$ cat src/rtl/btn_input_ctrl.sv
// btn_input_ctrl: push-button conditioner for the CPU side of the buttons bus.
// Each button has a 2-FF synchronizer, a debouncer, a rising-edge one-shot
// and a sticky PENDING bit. LEVEL/PENDING/MASK are visible over a small MMIO port.
// Optional feature macro: BTN_IRQ_EN (irq = registered |(PENDING & MASK)).
module btn_input_ctrl #(
    parameter int NUM_BTNS        = 5,
    parameter int DEBOUNCE_CYCLES = 500000
) (
    input  logic                clk,
    input  logic                rst_n,
    input  logic [NUM_BTNS-1:0] btn_raw,
    output logic [NUM_BTNS-1:0] btn_level,
    output logic [NUM_BTNS-1:0] btn_press,
    input  logic [1:0]          mmio_addr,
    input  logic                mmio_rd,
    input  logic                mmio_wr,
    input  logic [31:0]         mmio_wdata,
    output logic [31:0]         mmio_rdata,
    output logic                irq
);

    localparam int               CNT_W    = $clog2(DEBOUNCE_CYCLES + 1);
    localparam logic [CNT_W-1:0] CNT_LAST = CNT_W'(DEBOUNCE_CYCLES - 1);

    logic [NUM_BTNS-1:0] sync1_q, sync2_q;
    logic [NUM_BTNS-1:0] level_q, level_d;
    logic [NUM_BTNS-1:0] level_dly_q;
    logic [NUM_BTNS-1:0] press_q;
    logic [NUM_BTNS-1:0] pend_q, pend_d;
    logic [NUM_BTNS-1:0] mask_q, mask_d;
    logic [CNT_W-1:0]    cnt_q [NUM_BTNS];
    logic [CNT_W-1:0]    cnt_d [NUM_BTNS];
    logic [31:0]         rdata_q, rdata_d;
    logic                wr_pend, wr_mask;
    logic                unused_wdata;

    // Upper write-data bits beyond NUM_BTNS have no destination.
    assign unused_wdata = ^mmio_wdata;

    assign wr_pend = mmio_wr && (mmio_addr == 2'd1);
    assign wr_mask = mmio_wr && (mmio_addr == 2'd2);

    // Double-flop synchronizer for the asynchronous button pins.
    always_ff @(posedge clk or negedge rst_n) begin
        if (!rst_n) begin
            sync1_q <= '0;
            sync2_q <= '0;
        end else begin
            sync1_q <= btn_raw;
            sync2_q <= sync1_q;
        end
    end

    // Debounce: accept a new level only after DEBOUNCE_CYCLES consecutive mismatches.
    always_comb begin
        level_d = level_q;
        for (int unsigned i = 0; i < NUM_BTNS; i++) begin
            cnt_d[i] = '0;
            if (sync2_q[i] != level_q[i]) begin
                if (cnt_q[i] == CNT_LAST) begin
                    level_d[i] = sync2_q[i];
                end else begin
                    cnt_d[i] = cnt_q[i] + 1'b1;
                end
            end
        end
    end

    // Debounce state, one-shot press detection and register file update.
    always_ff @(posedge clk or negedge rst_n) begin
        if (!rst_n) begin
            for (int unsigned i = 0; i < NUM_BTNS; i++) begin
                cnt_q[i] <= '0;
            end
            level_q     <= '0;
            level_dly_q <= '0;
            press_q     <= '0;
            pend_q      <= '0;
            mask_q      <= '0;
            rdata_q     <= '0;
        end else begin
            for (int unsigned i = 0; i < NUM_BTNS; i++) begin
                cnt_q[i] <= cnt_d[i];
            end
            level_q     <= level_d;
            level_dly_q <= level_q;
            press_q     <= level_q & ~level_dly_q;
            pend_q      <= pend_d;
            mask_q      <= mask_d;
            rdata_q     <= rdata_d;
        end
    end

    // PENDING is W1C with set taking priority; MASK is plain read/write.
    always_comb begin
        pend_d = pend_q;
        if (wr_pend) begin
            pend_d = pend_q & ~mmio_wdata[NUM_BTNS-1:0];
        end
        pend_d = pend_d | press_q;
        mask_d = wr_mask ? mmio_wdata[NUM_BTNS-1:0] : mask_q;
    end

    // Read mux samples pre-update register values; data holds until the next read.
    always_comb begin
        rdata_d = rdata_q;
        if (mmio_rd) begin
            case (mmio_addr)
                2'd0:    rdata_d = 32'(level_q);
                2'd1:    rdata_d = 32'(pend_q);
                2'd2:    rdata_d = 32'(mask_q);
                default: rdata_d = '0;
            endcase
        end
    end

    assign btn_level  = level_q;
    assign btn_press  = press_q;
    assign mmio_rdata = rdata_q;

`ifdef BTN_IRQ_EN
    logic irq_q;

    // Level-sensitive interrupt from unmasked pending buttons.
    always_ff @(posedge clk or negedge rst_n) begin
        if (!rst_n) begin
            irq_q <= 1'b0;
        end else begin
            irq_q <= |(pend_q & mask_q);
        end
    end

    assign irq = irq_q;
`else
    assign irq = 1'b0;
`endif

endmodule

$ cat config.mk
export PLATFORM = sky130hd
export DESIGN_NAME = btn_input_ctrl
export DESIGN_NICKNAME = d
export VERILOG_FILES = /design/src/rtl/btn_input_ctrl.sv
export SDC_FILE = /design/constraint.sdc
export NUM_CORES = 1
export LEC_CHECK = 0
export ABC_AREA = 1
export BUFFER_PORTS_ARGS = -buffer_cell sky130_fd_sc_hd__clkbuf_2
export CORE_MARGIN = 10
export CORE_UTILIZATION = 30
export DETAILED_ROUTE_END_ITERATION = 8
export GPL_TIMING_DRIVEN = 0
export HOLD_SLACK_MARGIN = 0.08
export PLACE_DENSITY_LB_ADDON = 0.12
export SETUP_SLACK_MARGIN = 0.3
export SLEW_MARGIN = 25
export SYNTH_ARGS = -nofsm -noshare
export SYNTH_HDL_FRONTEND = slang
export SYNTH_SLANG_ARGS = --single-unit
$ cat constraint.sdc
create_clock -name clk -period 2.6 [get_ports clk]
set_clock_uncertainty 0.1 [all_clocks]
set_input_delay 0.13 -clock clk [delete_from_list [all_inputs] [get_ports clk]]
set_output_delay 0.13 -clock clk [all_outputs]
set_load 0.1 [all_outputs]
======== Word-level counts from Yosys, hierarchy flattened ========
Index checks and enable logic that the tools add are counted.
word-level totals
  register bits after elaboration ......... 162
  input bits .............................. 43
  output and inout port bits .............. 43
  logic and storage cells ................. 59
operators by class
  equality and inequality tests ........... 12
  mux-type cells .......................... 12
  bitwise logic cells ..................... 5
  reduce and logical (&&, ||, !) cells .... 8
  add/subtract/negate cells ............... 5
operators with widths
  kind                                                              count
  19-bit 2-to-1 mux                                                 10
  19-bit by 1-bit adder with 19-bit output (second input constant)  5
  19-bit == test (second input constant)                            5
  5-bit case mux with 3 select lines                                1
  5-bit AND                                                         2
  5-bit NOT                                                         2
  2-bit AND reduction                                               5
  5-bit 2-to-1 mux                                                  1
  1-bit inequality test                                             5
  5-bit OR                                                          1
  2-bit by 1-bit == test with 1-bit output (second input constant)  1
  2-bit == test (second input constant)                             1
  1-bit logical AND                                                 2
  2-bit zero test                                                   1

======== Logic depth before layout (Yosys ltp) ========
  depth in word-level cells ............... 4
  depth in mapped cells ................... 8
  gate-level depth less buffers ........... 8

======== Worst setup path after synthesis ========
OpenSTA, ideal clock, no wires.
  path type ............................... reg-to-reg
  from .................................... register level_q[0], in the netlist btn_level[0]
  to ...................................... register cnt_q[80] in the netlist's numbering
  arrival ................................. 1,623 ps
  cell stages (with the launch flop) ...... 5
  library setup time ...................... 64 ps
  slack ................................... 813 ps
  data required time ...................... 2,436 ps
  clock period less this slack ............ 1,787 ps
  path buffers ............................ 0
  cell sequence ........................... dfrtp_1 xor2_2 inv_2 nor2_1 o21a_1
RTL lines
  item                            line  source
  start: declaration              26    logic [NUM_BTNS-1:0] level_q, level_d;
  start signal: assignment        85    level_q <= level_d;
  end signal: indexed assignment  83    cnt_q[i] <= cnt_d[i];
  end: declaration                31    logic [CNT_W-1:0] cnt_q [NUM_BTNS];

======== Final worst setup path ========
  from .................................... register level_q[3], in the netlist btn_level[3]
  to ...................................... output port btn_level[3]
RTL lines
  item              line  source
  end: declaration  12    output logic [NUM_BTNS-1:0] btn_level,
No word-level cell between the ends.

==> metrics.txt <==
# TYPE chip_impl_metric gauge
chip_impl_metric{name="finalNetCount",unit=""} 1059
chip_impl_info{name="crit_chain",value="clkbuf_2"} 1
chip_impl_metric{name="fmax",unit="GHz"} 0.589
chip_impl_metric{name="gr_met1_demand_resource",unit="%"} 15.0
chip_impl_metric{name="post_layout_nonfiller_instances",unit=""} 1343
chip_impl_metric{name="synth.top_cell.area_share",unit="%"} 46.8
chip_impl_metric{name="antenna_violating_nets_post_route",unit=""} 0
chip_impl_metric{name="remaining_global_route_overflow",unit=""} 0
chip_impl_metric{name="cts.path.max_buffers",unit=""} 2
chip_impl_metric{name="grtUsageMet3",unit="%"} 2.91
chip_impl_info{name="cell_type_contributing_the_most_total_cell_area_after_synthesis",value="dfrtp_1"} 1
chip_impl_metric{name="min_period",unit="ns"} 1.70
chip_impl_info{name="netlist_top_cells_area",value="dfrtp_1, nor2_1, nand2_1"} 1
chip_impl_info{name="tritoncts",value="yes"} 1
chip_impl_metric{name="synth_async_sr_flop_share",unit="%"} 100
chip_impl_metric{name="final.setup.tns",unit="ns"} 0
chip_impl_info{name="rsz0062_at_grt",value="false"} 1
chip_impl_metric{name="layout-drive-gt1-share",unit="%"} 15.7
chip_impl_metric{name="yosys_synthesis_warning_count",unit=""} 0
chip_impl_metric{name="clock_sinks",unit=""} 135
chip_impl_metric{name="drt-wirelength-per-cell",unit="µm"} 12.6
chip_impl_metric{name="regArea",unit="µm²"} 3380
chip_impl_info{name="global_route.peak_usage_layer",value="met2"} 1
chip_impl_metric{name="gpl.final_weighted_congestion",unit=""} 0.834
chip_impl_metric{name="post-route-cell-area",unit="µm²"} 8710
chip_impl_info{name="worst_path_max_delay_cell",value="dfrtp_1"} 1
chip_impl_metric{name="max_cap_viols",unit=""} 0
chip_impl_metric{name="synth-edff-count",unit=""} 0
chip_impl_info{name="postSynth.topFlopCell",value="dfrtp_1"} 1
chip_impl_metric{name="die_area",unit="µm²"} 30700
chip_impl_info{name="timing.hold.worst.class",value="in -> async"} 1
chip_impl_metric{name="power.static_leakage",unit="nW"} 3.82
chip_impl_metric{name="fin_crit_sh",unit="%"} 65.3
chip_impl_metric{name="yosys.cell_types.count",unit=""} 31
chip_impl_metric{name="antenna_violations_before_repair",unit=""} 0
chip_impl_metric{name="drt_pre_antenna_iters",unit=""} 4
chip_impl_metric{name="drc",unit=""} 0
chip_impl_metric{name="post-cts-setup-buffer-count",unit=""} 0
chip_impl_metric{name="worstSkewPairLatency",unit="ns"} 0.43
chip_impl_metric{name="ctsHtreeMaxLevel",unit=""} 4
chip_impl_info{name="clock_tree_root_driver_cell",value="clkbuf_16"} 1
chip_impl_metric{name="cts.clk_slew.worst_paths",unit="ns"} 0.06
chip_impl_metric{name="vdd_drop_max",unit="µV"} 253
chip_impl_metric{name="tritoncts.num_buffers",unit=""} 17
chip_impl_metric{name="maximum_number_of_pins_on_one_net_before_global_route_repair",unit=""} 81
chip_impl_metric{name="dr_total_vias",unit=""} 5606
chip_impl_metric{name="multi_input_area",unit="µm²"} 3340
chip_impl_metric{name="worst_path_largest_cell_delay",unit="ns"} 0.52
chip_impl_metric{name="critical_path.n_buffers_inverters",unit=""} 1
chip_impl_metric{name="grt_first_pass_wirelength",unit="mm"} 29.2
chip_impl_metric{name="use_met2",unit="%"} 18.4
chip_impl_metric{name="via_per_inst",unit=""} 4.17
chip_impl_info{name="setup.worst_path.end_class",value="output port"} 1
chip_impl_metric{name="insertedDiodeCount",unit=""} 0
chip_impl_metric{name="critPathRequiredTime",unit="ns"} 2.37
chip_impl_metric{name="dp_hpwl",unit="mm"} 12.3
chip_impl_metric{name="critical_path_depth",unit=""} 1
chip_impl_metric{name="floorplan.initialDensity",unit="%"} 30.6
chip_impl_metric{name="synth_seq_area_share",unit="%"} 46.8
chip_impl_metric{name="maxSlewViolCount",unit=""} 0
chip_impl_metric{name="detailedRoute.firstIterationViolations",unit=""} 329
chip_impl_metric{name="pin_slew_with_the_least_headroom_to_its_limit",unit="ns"} 0.568
chip_impl_metric{name="syn_area",unit="µm²"} 7220
chip_impl_metric{name="core_area",unit="µm²"} 23600
chip_impl_metric{name="setup_viol_count_final",unit=""} 0
chip_impl_metric{name="timing.slew.headroom",unit="%"} 62.3
chip_impl_metric{name="floorplan.die.width",unit="µm"} 175
chip_impl_metric{name="port-buffer-count",unit=""} 30
chip_impl_metric{name="io_pins",unit=""} 86
chip_impl_info{name="worst_path_dominant_cell_family",value="flip-flops"} 1
chip_impl_metric{name="critical_path_fanouts_max",unit=""} 6
chip_impl_metric{name="timing.critical_path.arrival",unit="ns"} 1.47
chip_impl_metric{name="power_per_cell_area",unit="nW/µm²"} 607
chip_impl_metric{name="placedInstanceArea",unit="µm²"} 7910
chip_impl_metric{name="syn_inst",unit=""} 918
chip_impl_metric{name="routed_wirelength",unit="mm"} 17.0
chip_impl_metric{name="die_y",unit="µm"} 175
chip_impl_metric{name="avgSynthCellArea",unit="µm²"} 7.87
chip_impl_info{name="criticalPathCategory",value="reg -> out"} 1
chip_impl_metric{name="num-fill-cells",unit=""} 2459
chip_impl_info{name="result_of_the_run",value="finished, final reports clean"} 1
chip_impl_info{name="start_kind",value="register"} 1
chip_impl_metric{name="grt.total_usage",unit="%"} 11.7
chip_impl_metric{name="area_delta_synth_final",unit="%"} 20.5
chip_impl_metric{name="dpl.cell_count",unit=""} 1295
chip_impl_metric{name="fp-row-count",unit=""} 56
chip_impl_metric{name="ys_ff_latch",unit=""} 135
chip_impl_metric{name="vias_in_the_first_global_route",unit=""} 5698
chip_impl_metric{name="hold_viol",unit=""} 0
chip_impl_metric{name="r2r_cells",unit=""} 6
registers in the layout (all words and copies together), names as in the netlist:
| register | flops |
|---|---|
| mask_q | 5 |
| sync1_q | 5 |
| cnt_q | 95 |
| pend_q | 5 |
| level_dly_q | 5 |
| btn_level | 5 |
| sync2_q | 5 |
| mmio_rdata | 5 |
| btn_press | 5 |
cell usage after synthesis (2+ instances only):
cell type / count
nor3b_1: 3
mux2_2: 5
dfrtp_1: 135
o21ai_0: 19
xor2_1: 32
xnor2_1: 13
xor2_2: 5
nand3_2: 2
ha_1: 5
buf_4: 28
nor3_1: 2
inv_1: 98
nand3_1: 70
nand2_2: 20
nand3b_1: 2
nor2_2: 18
nand4_1: 14
nand2_1: 172
inv_2: 7
nor2_1: 225
nor2_4: 10
nor3b_2: 2
o21a_1: 5
a21oi_1: 10
and2_1: 4
o21ai_1: 7
cells by family (layout without fill, tap and decap cells):
kind of cell | after synthesis | in the layout | synth area share [%]
AO/OA/AOI/OAI | 44 | 44 | 3.33
flip-flops | 135 | 135 | 46.8
XOR/XNOR | 50 | 50 | 6.58
other | 1 | 28 | 0.0519
buffers and inverters | 133 | 212 | 8.37
multiplexers | 5 | 5 | 0.779
AND/OR/NAND/NOR | 545 | 545 | 33.3
adder cells (fa/ha/maj) | 5 | 5 | 0.866
cells in the final DEF, fill, tap and decap left out, types with 14 or more instances in the layout:
cell type	count
xor2_1	32
nor2_1	225
buf_4	28
clkbuf_16	17
nor2_2	18
nand3_1	70
nand2_1	172
dfrtp_1	135
clkbuf_2	29
nand2_2	20
inv_1	98
dlygate4sd3_1	16
conb_1	28
nand4_1	14
o21ai_0	19
worst register-to-register path, delay by kind of cell (launching register included):
family / cells / cell delay, ns
adders and majority gates: 1 / 0.21
DFF: 1 / 0.39
and+or+nand+nor: 5 / 0.87
power breakdown:
group / switching [mW] / leakage (nW) / internal [mW] / total, mW
sequential: 0.0311 / 1.84 / 2.15 / 2.18
combinational: 0.365 / 1.68 / 0.109 / 0.474
clock: 0.986 / 0.304 / 1.64 / 2.63
total: 1.38 / 3.82 / 3.90 / 5.28
final timing paths:
check	end	from	slack (ns)
worst max-delay path	btn_level[3]	btn_level[3]$_DFFE_PN0P_	0.90
worst min-delay path	sync1_q[2]$_DFF_PN0_	rst_n	0.15
worst max register to register	cnt_q[57]$_DFF_PN0_	cnt_q[57]$_DFF_PN0_	0.92
worst min register to register	sync2_q[4]$_DFF_PN0_	sync1_q[4]$_DFF_PN0_	0.25
max in group asynchronous	cnt_q[27]$_DFF_PN0_	rst_n	1.48
min in group clk	mask_q[3]$_DFFE_PN0P_	mmio_addr[0]	0.17
metrics by stage:
stage / util [%] / setup WS (ns) / power (mW) / hold slack (ns)
after global routing: 36.9 / 0.742 / 5.50 / 0.195
after CTS: 36.9 / 0.845 / 5.37 / 0.147
after global placement: 33.3 / -1.23 / 2.67 / 0.140
final: 36.9 / 0.902 / 5.28 / 0.146
after floorplan: - / 0.813 / 2.57 / -0.266
after detailed placement: 33.5 / 0.962 / 2.68 / 0.0498
layout make-up:
type	count	share of cell area, %
sequential	135	38.8
multi-input combinational	677	38.4
clock buffer	18	5.04
tap	319	4.58
inverter	105	4.53
timing repair buffer	47	3.98
buffer	28	2.41
clock inverter	14	2.26
what timing repair did:
item / in CTS / in global routing
hold endpoints to repair: 77 / 0
resized for setup: 0 / 0
hold buffers: 16 / 0
routing by layer:
layer  up-vias  share of wire (%)
li1       2980                  -
met5         -                  0
met1      2542                 49
met2        70                 46
met3        14                3.5
met4         0                1.7
Note: power is estimated with default switching activity, not from simulation.
